`src/rtl/seq_shifter.sv`:
```
// seq_shifter: multi-cycle, width-generic shifter/rotator with valid/ready
// handshakes on both sides. Shifts the captured operand by up to STEP bits
// per clock until the requested amount is consumed, then holds the result
// until the consumer takes it.
// Optional build macro: SHIFTER_FLAGS_EN adds the c_out (last bit shifted
// out) and z_out (result is zero) flag ports.
module seq_shifter #(
  parameter int W    = 16,
  parameter int SHW  = 4,
  parameter int STEP = 1
) (
  input  logic           clk,
  input  logic           reset,
  input  logic           in_valid,
  output logic           in_ready,
  input  logic [W-1:0]   in_data,
  input  logic [SHW-1:0] in_amt,
  input  logic [1:0]     in_mode,
  output logic           out_valid,
  input  logic           out_ready,
  output logic [W-1:0]   out_data,
  output logic           busy
`ifdef SHIFTER_FLAGS_EN
  ,
  output logic           c_out,
  output logic           z_out
`endif
);

  typedef enum logic [1:0] {
    S_IDLE  = 2'd0,
    S_SHIFT = 2'd1,
    S_DONE  = 2'd2
  } state_t;

  typedef enum logic [1:0] {
    M_LSL = 2'b00,
    M_LSR = 2'b01,
    M_ASR = 2'b10,
    M_ROR = 2'b11
  } mode_t;

  localparam logic [SHW-1:0] STEP_L = SHW'(STEP);
  localparam logic [SHW:0]   W_L    = (SHW + 1)'(W);

  state_t         r_state;
  state_t         w_next;
  mode_t          r_mode;
  logic [W-1:0]   r_work;
  logic [SHW-1:0] r_rem;
  logic [W-1:0]   r_out_data;

  logic [SHW-1:0] w_k;
  logic [SHW-1:0] w_rem_nxt;
  logic [SHW:0]   w_lsh;
  logic [W-1:0]   w_shifted;

  // Handshake and status outputs decode straight from registered state, so
  // there is never a combinational path from an input to an output.
  assign in_ready  = (r_state == S_IDLE);
  assign out_valid = (r_state == S_DONE);
  assign busy      = (r_state != S_IDLE);
  assign out_data  = r_out_data;

  // One shift step: k = min(STEP, rem) bits with the mode's fill rule.
  always_comb begin
    w_k       = (r_rem < STEP_L) ? r_rem : STEP_L;
    w_rem_nxt = r_rem - w_k;
    // Complementary amount for the rotate wrap; k >= 1 in SHIFT, so W-k < W.
    w_lsh     = W_L - {1'b0, w_k};
    unique case (r_mode)
      M_LSL:   w_shifted = r_work << w_k;
      M_LSR:   w_shifted = r_work >> w_k;
      // The work MSB never changes under ASR, so it keeps replicating the
      // sign bit captured at accept time.
      M_ASR:   w_shifted = W'($signed(r_work) >>> w_k);
      default: w_shifted = (r_work >> w_k) | (r_work << w_lsh);
    endcase
  end

  // State register; reset overrides everything, including a shift in flight.
  always_ff @(posedge clk) begin
    // NOTE: every clocked assignment is non-blocking so all registers update
    // together from pre-edge values, whatever order the statements are in.
    if (reset) r_state <= S_IDLE;
    else       r_state <= w_next;
  end

  // Next-state decode.
  always_comb begin
    // NOTE: default first, so every path assigns w_next and no latch forms.
    w_next = r_state;
    unique case (r_state)
      S_IDLE:  if (in_valid) w_next = (in_amt == '0) ? S_DONE : S_SHIFT;
      S_SHIFT: if (w_rem_nxt == '0) w_next = S_DONE;
      S_DONE:  if (out_ready) w_next = S_IDLE;
      default: w_next = S_IDLE;
    endcase
  end

  // Datapath: capture on accept, step while shifting, publish on DONE entry.
  always_ff @(posedge clk) begin
    if (reset) begin
      r_work     <= '0;
      r_rem      <= '0;
      r_mode     <= M_LSL;
      r_out_data <= '0;
    end else begin
      unique case (r_state)
        S_IDLE: begin
          if (in_valid) begin
            r_work <= in_data;
            r_rem  <= in_amt;
            r_mode <= mode_t'(in_mode);
            if (in_amt == '0) r_out_data <= in_data;
          end
        end
        S_SHIFT: begin
          r_work <= w_shifted;
          r_rem  <= w_rem_nxt;
          if (w_rem_nxt == '0) r_out_data <= w_shifted;
        end
        default: ;
      endcase
    end
  end

`ifdef SHIFTER_FLAGS_EN
  logic w_carry;

  // Bit leaving the word on this step. For ROR it is the bit that wraps
  // into the MSB, i.e. result bit W-1 once the last step is taken.
  always_comb begin
    if (r_mode == M_LSL) w_carry = r_work[w_lsh[SHW-1:0]];
    else                 w_carry = r_work[w_k - 1'b1];
  end

  // Flags are published together with out_data on DONE entry.
  always_ff @(posedge clk) begin
    if (reset) begin
      c_out <= 1'b0;
      z_out <= 1'b0;
    end else begin
      unique case (r_state)
        S_IDLE: begin
          if (in_valid && in_amt == '0) begin
            c_out <= 1'b0;
            z_out <= (in_data == '0);
          end
        end
        S_SHIFT: begin
          if (w_rem_nxt == '0) begin
            c_out <= w_carry;
            z_out <= (w_shifted == '0);
          end
        end
        default: ;
      endcase
    end
  end
`endif

endmodule

```
`config.mk`:
```
export PLATFORM = sky130hd
export DESIGN_NAME = seq_shifter
export DESIGN_NICKNAME = d
export VERILOG_FILES = /design/src/rtl/seq_shifter.sv
export SDC_FILE = /design/constraint.sdc
export NUM_CORES = 1
export LEC_CHECK = 0
export ABC_AREA = 1
export CORE_MARGIN = 2
export CORE_UTILIZATION = 45
export DETAILED_ROUTE_END_ITERATION = 16
export GPL_TIMING_DRIVEN = 1
export PLACE_DENSITY = 0.76
export SYNTH_ARGS = -nofsm -noshare
export SYNTH_HDL_FRONTEND = slang
export SYNTH_SLANG_ARGS = --single-unit
```
`constraint.sdc`:
```
create_clock -name clk -period 3.26 [get_ports clk]
set_input_delay 0.652 -clock clk [delete_from_list [all_inputs] [get_ports clk]]
set_output_delay 0.652 -clock clk [all_outputs]
set_load 0.02 [all_outputs]
```
==> flow_summary.toml, run 1 <==
[run_status]
outcome = "finished clean"

[grt]
grt_use_total = 0.2183
grt_first_pass_wirelength_mm = 11.13
number_of_global_route_vias_before_repair = 2429
grt_max_degree = 47
globalRouteOverflowTotal = 0
grt_antenna_before_repair = 0

[cts]
cts.root.buffer_cell = "sky130_fd_sc_hd__clkbuf_8"
cts_tree = "done"
count_of_buffers_added_by_post_cts_timing_repair_for_setup = 0
cts_inserted_buffers = 5
cts_buffer_depth = 2
clock_tree.htree_level_count = 2
hold_buffers = 0
post_cts_resized = 0
clkSinkCount = 40
insertion_delay_ps = 300
clock_pin_slew_reported_for_the_worst_setup_and_hold_paths_after_clock_tree_synthesis_ps = 80

[yosys]
asyncSetResetFlopFracSynth = 0
netlist_instances = 413
yosys_most_used_dff = "sky130_fd_sc_hd__dfxtp_1"
synth_fp_nets = 441
synthDominantCellAreaShare = 0.3026
post-synth-top-count-cell = "sky130_fd_sc_hd__nand2_1"
synth_top_area_cell = "sky130_fd_sc_hd__dfxtp_1"
netlist-cell-type-count = 34
count_of_state_elements_after_synthesis = 40
yosysSeqAreaShare = 0.3026
synth.top_cells.by_area = "sky130_fd_sc_hd__dfxtp_1 30%, sky130_fd_sc_hd__nand2_1 16%, sky130_fd_sc_hd__o21ai_0 9.1%"
synthesis.area_per_instance_um2 = 6.407
yosys_warnings = 0
synth_edf_count = 0
ys_top_cells_by_count = "110 x sky130_fd_sc_hd__nand2_1, 53 x sky130_fd_sc_hd__inv_1, 48 x sky130_fd_sc_hd__o21ai_0"
mappedNetlistArea_mm2 = 0.002646

[floorplanning]
die-area_mm2 = 0.006510
die_height_um = 80.69
core_area_mm2 = 0.005608
pin_count = 45
num_rows = 27
initial_cell_density_of_the_core = 0.4719
floorplan.die.width_um = 80.69

[route]
firstDrtPassIters = 5
vias_per_cell = 5.152
top_metal_layer_carrying_routed_signals = "met4"
met1Wirelength_mm = 2.932
dr_wl_met3_um = 519
route.final.wire_length_mm = 6.540
ant_nets = 0
vias = 2684
dr.first_iter.drc_count = 256
wire_per_inst_um = 12.55
drc = 0
wl_met2_mm = 2.958

[sta]
maxSlewHeadroom = 0.5705
tcrit_tclk_final = 0.7070
timing.final.max_slew_violations = 0
report.final.hold_viol_count = 0
timing.fmax_mhz = 433.9
fin_setup_tns_ps = 0
max_slew.worst_pin.slew_ps = 643.6
setup_viol = 0
setup_repair_after_global_routing_missed_its_margin = "no"
timing.clock.skew_ps = 5.872
finalCriticalPeriod_ps = 2305

[cells_and_area]
signed_area_change_from_the_synthesized_netlist_to_the_final_layout_pct = 20.52
layout-drive-gt1-share = 0.1069
finalNetCount = 476
antennaDiodeCount = 0
number_of_filler_cells_placed_in_the_layout = 551

[job]
max_cap_viol_count = 0

[setup_path]
critical_path.cell_chain = "nor2_4 > nand2_2 > inv_1 > ha_1 > inv_1 > nand3_1 > a21oi_1 > nand2_1 > nand2_1 > o21ai_1 > a21oi_1"
cp_capture_type = "flop"
worst-setup-path-type = "reg2reg"
critical-path-slowest-cell = "sky130_fd_sc_hd__ha_1"
critical_path_arrival_ps = 2540
timing.critical_path.from_type = "flop"
timing.critical_path.buf_inv = 2
critPathTopFamily = "simple AND/OR/NAND/NOR gates"
worst_path_largest_cell_delay_ps = 370
critical_path_peak_fanout = 15
cp.required_ps = 3500

[pwr]
pwr_density_cell_mw_per_mm2 = 966.2
irDropWorstVdd_mv = 0.3506
leakage_uw = 0.001439
totalPowerFinal_uw = 3081

[placement]
port_buffers = 44
place.gp.congestion = 0.9114
place_hpwl_mm = 4.870

[hold_path]
hp-class = "reg2reg"
## power by group
group | switching [uW] | internal (uW) | total [uW]
Clock | 183 | 227 | 409
Sequential | 120 | 654 | 774
Combinational | 1230 | 670 | 1900
Total | 1530 | 1550 | 3080
## registers in the layout, indices dropped and copies added (netlist names)
| signal | cells |
|---|---|
| r_mode | 2 |
| out_data | 16 |
| r_state | 2 |
| r_work | 16 |
| r_rem | 4 |
## layer usage
metal / GRT usage / vias to the layer above
met3: 0.03708 / 13
met5: 0 / -
li1: - / 1400
met1: 0.2965 / 1176
met4: 0.06949 / 0
met2: 0.3508 / 95
## final timing paths
kind                             startpoint           to  slack [ps]  depth (start not counted)
worst max-delay path               r_rem[1]   r_work[14]         960                         11
worst min-delay path            out_data[0]  out_data[0]         440                          2
worst max register to register     r_rem[1]   r_work[14]         960                         11
worst min register to register  out_data[0]  out_data[0]         440                          2
## through the flow
stage	hold slack, ps	std cells	worst slack [ps]	area, um^2	util
4_1_cts	446.2	521	979.7	3189	0.5687
3_3_place_gp	427.6	513	970.5	3078	0.5489
2_1_floorplan	480.2	413	1118	2646	-
3_5_place_dp	434.2	513	897.2	3078	0.5489
5_1_grt	494.0	521	739.0	3189	0.5687
6_report	444.2	521	955.2	3189	0.5687
## placed cells by master, fill, tap and decap left out, drive strengths merged
cell           Yosys  final
nand2            113    113
inv               56     56
o21ai             56     56
clkdlybuf4s50      0     44
a21oi             42     42
dfxtp             40     40
nand3             31     31
nor2              25     25
or2               11     11
o211ai             5      5
clkbuf             7      5
buf               13      4
nand3b             2      2
o2111ai            2      2
ha                 2      2
nand4              2      2
xnor2              1      1
nor3               1      1
a22oi              1      1
mux2i              1      1
o211a              1      1
conb               1      1
clkinvlp           0      1
clkinv             0      1
bufinv             0      1
## logic make-up after synthesis
logic type	Yosys count	share of synthesized area
adder cells (fa/ha/maj)	2	0.009455
flip-flops	40	0.3026
AND/OR/NAND/NOR	185	0.3229
multiplexers	1	0.003783
XOR/XNOR	1	0.003310
buffers and inverters	76	0.1281
other	1	0.001417
AO/OA/AOI/OAI	107	0.2284
## tightest hold or removal path, cell delays in order, from the launching register on
cell and delay, ps:
sky130_fd_sc_hd__dfxtp_1 310, sky130_fd_sc_hd__inv_1 50, sky130_fd_sc_hd__a21oi_1 50
## area by class of cell
cell class / count / area (um^2) / area share
clock buffer: 5 / 68.82 / 0.02158
clock inverter: 3 / 42.54 / 0.01334
inverter: 56 / 210.2 / 0.06591
multi-input combinational: 297 / 1506 / 0.4723
sequential: 40 / 800.8 / 0.2511
tap: 72 / 90.09 / 0.02825
timing repair buffer: 48 / 470.5 / 0.1475
Power figures use the tool's default switching activity.
==> run 2, diff against run 1 <==
clock period = 2.35 ns   (was 3.26 ns; I/O delays follow)
==> flow_summary.toml, run 2 (synthesized netlist as in run 1, its figures left out) <==
[cts]
hold_buffers = 0
insertion_delay_ps = 290
cts_buffer_depth = 2
clkSinkCount = 40
cts.root.buffer_cell = "sky130_fd_sc_hd__clkbuf_8"
clock_tree.htree_level_count = 2
clock_pin_slew_reported_for_the_worst_setup_and_hold_paths_after_clock_tree_synthesis_ps = 80
post_cts_resized = 0
cts_tree = "done"
cts_inserted_buffers = 5
count_of_buffers_added_by_post_cts_timing_repair_for_setup = 0

[route]
ant_nets = 0
vias = 2717
drc = 0
route.final.wire_length_mm = 6.675
vias_per_cell = 5.185
wire_per_inst_um = 12.74
firstDrtPassIters = 5
dr.first_iter.drc_count = 287

[setup_path]
rr_endpoint = "out_data[1]"
critPathTopFamily = "simple AND/OR/NAND/NOR gates"
critical_path_arrival_ps = 2340
timing.critical_path.buf_inv = 1
timing.critical_path.from_type = "flop"
critical_path_peak_fanout = 18
rr_worst_depth = 12
cp_capture_type = "flop"
reg2reg_setup_slack_ps = 240
regToRegStartpoint = "r_rem[1]"
worst_path_largest_cell_delay_ps = 350
critical_path.cell_chain = "nor2_4 > nand2_2 > nand2_1 > ha_1 > nor2_1 > xnor2_1 > nor2_2 > nor2_4 > nand2_8 > inv_2 > nand2_1 > a21oi_1"
worst-setup-path-type = "reg2reg"
critical-path-slowest-cell = "sky130_fd_sc_hd__dfxtp_1"
cp.required_ps = 2580

[placement]
dpl_worst_slack_ps = 168.9
place_hpwl_mm = 4.886
port_buffers = 44
place.gp.congestion = 0.8912

[sta]
report.final.hold_viol_count = 0
setup_repair_after_global_routing_missed_its_margin = "no"
tcrit_tclk_final = 0.8962
fin_setup_tns_ps = 0
timing.final.max_slew_violations = 0
timing.fmax_mhz = 474.8
timing.clock.skew_ps = 4.036
finalCriticalPeriod_ps = 2106
setup_viol = 0
worst_slack_ps = 244.0

[floorplanning]
num_rows = 27
core_area_mm2 = 0.005608
die_height_um = 80.69
floorplan.die.width_um = 80.69
die-area_mm2 = 0.006510
initial_cell_density_of_the_core = 0.4719
pin_count = 45

[pwr]
leakage_uw = 0.001450
irDropWorstVdd_mv = 0.5055
pwr_density_cell_mw_per_mm2 = 1349

[job]
max_cap_viol_count = 0

[cells_and_area]
final_common_cell = "sky130_fd_sc_hd__nand2_1"
signed_area_change_from_the_synthesized_netlist_to_the_final_layout_pct = 21.37
finalNetCount = 479
number_of_filler_cells_placed_in_the_layout = 564
antennaDiodeCount = 0
layout_common_cells = "110 x sky130_fd_sc_hd__nand2_1, 52 x sky130_fd_sc_hd__inv_1, 48 x sky130_fd_sc_hd__o21ai_0"
layout-drive-gt1-share = 0.1128

[hold_path]
worstHoldStart = "out_data[0]"
worst_hold_endpoint = "out_data[0]"
worst_hold_path.num_cells = 2
hp-class = "reg2reg"

[grt]
grt_first_pass_wirelength_mm = 11.27
globalRouteMet3Util = 0.03034
grt-busiest-layer = "met2"
met1_usage = 0.3150
number_of_global_route_vias_before_repair = 2429
grt_use_total = 0.2185
globalRouteOverflowTotal = 0
grt_util_met2 = 0.3408
grt_antenna_before_repair = 0
grt_max_degree = 47

[run_status]
outcome = "finished clean"
==> run 2: cell count changes in the layout (fill, tap and decap cells not counted) <==
cell / delta
sky130_fd_sc_hd__buf_4: +3
sky130_fd_sc_hd__inv_1: -1
sky130_fd_sc_hd__clkbuf_1: +1
==> run 2: area by class of cell <==
class / instances / area [um^2] / area share
Timing Repair Buffer: 51 / 493.0 / 0.1535
Inverter: 56 / 214.0 / 0.06661
Tap cell: 72 / 90.09 / 0.02805
Sequential cell: 40 / 800.8 / 0.2493
Multi-Input combinational cell: 297 / 1506 / 0.4690
Clock buffer: 6 / 72.57 / 0.02259
Clock inverter: 2 / 35.03 / 0.01091
==> run 2: power breakdown <==
part           leakage (uW)  total [uW]  switching, uW  internal (uW)
Clock             0.0000552         561            245            315
Combinational       0.00106        2690           1730            961
Sequential         0.000330        1080            168            908
==> run 2: metrics by stage <==
step	total power [uW]	utilization	instance area [um^2]	instances	hold WS, ps
2_1_floorplan	3115	-	2646	413	480.2
5_1_grt	4743	0.5727	3212	524	486.1
3_3_place_gp	3673	0.5529	3100	516	429.0
4_1_cts	4284	0.5721	3208	524	450.4
6_report	4332	0.5727	3212	524	444.5
3_5_place_dp	3712	0.5529	3100	516	438.6
==> run 2: routing by layer <==
layer	up-vias	share of wire
met5	-	0
met4	0	0.013
met3	8	0.062
met2	97	0.44
met1	1203	0.48
li1	1409	-
==> run 2: worst max path at each step <==
| stage | from | endpoint | cells past startpoint |
|---|---|---|---|
| after detailed placement | in_valid | out_data[1] | 8 |
| after global routing | r_rem[2] | r_work[15] | 13 |
| after floorplan | r_rem[1] | r_work[9] | 13 |
| after CTS | r_rem[1] | r_work[7] | 13 |
| final | r_rem[1] | out_data[1] | 12 |
| after global placement | in_valid | out_data[2] | 8 |
==> run 2: tightest hold or removal path: cells and delay by family, from the launching register on <==
kind | cells | cell delay, ps
AO/OA/AOI/OAI | 1 | 50
buffers and inverters | 1 | 50
flip-flops | 1 | 310
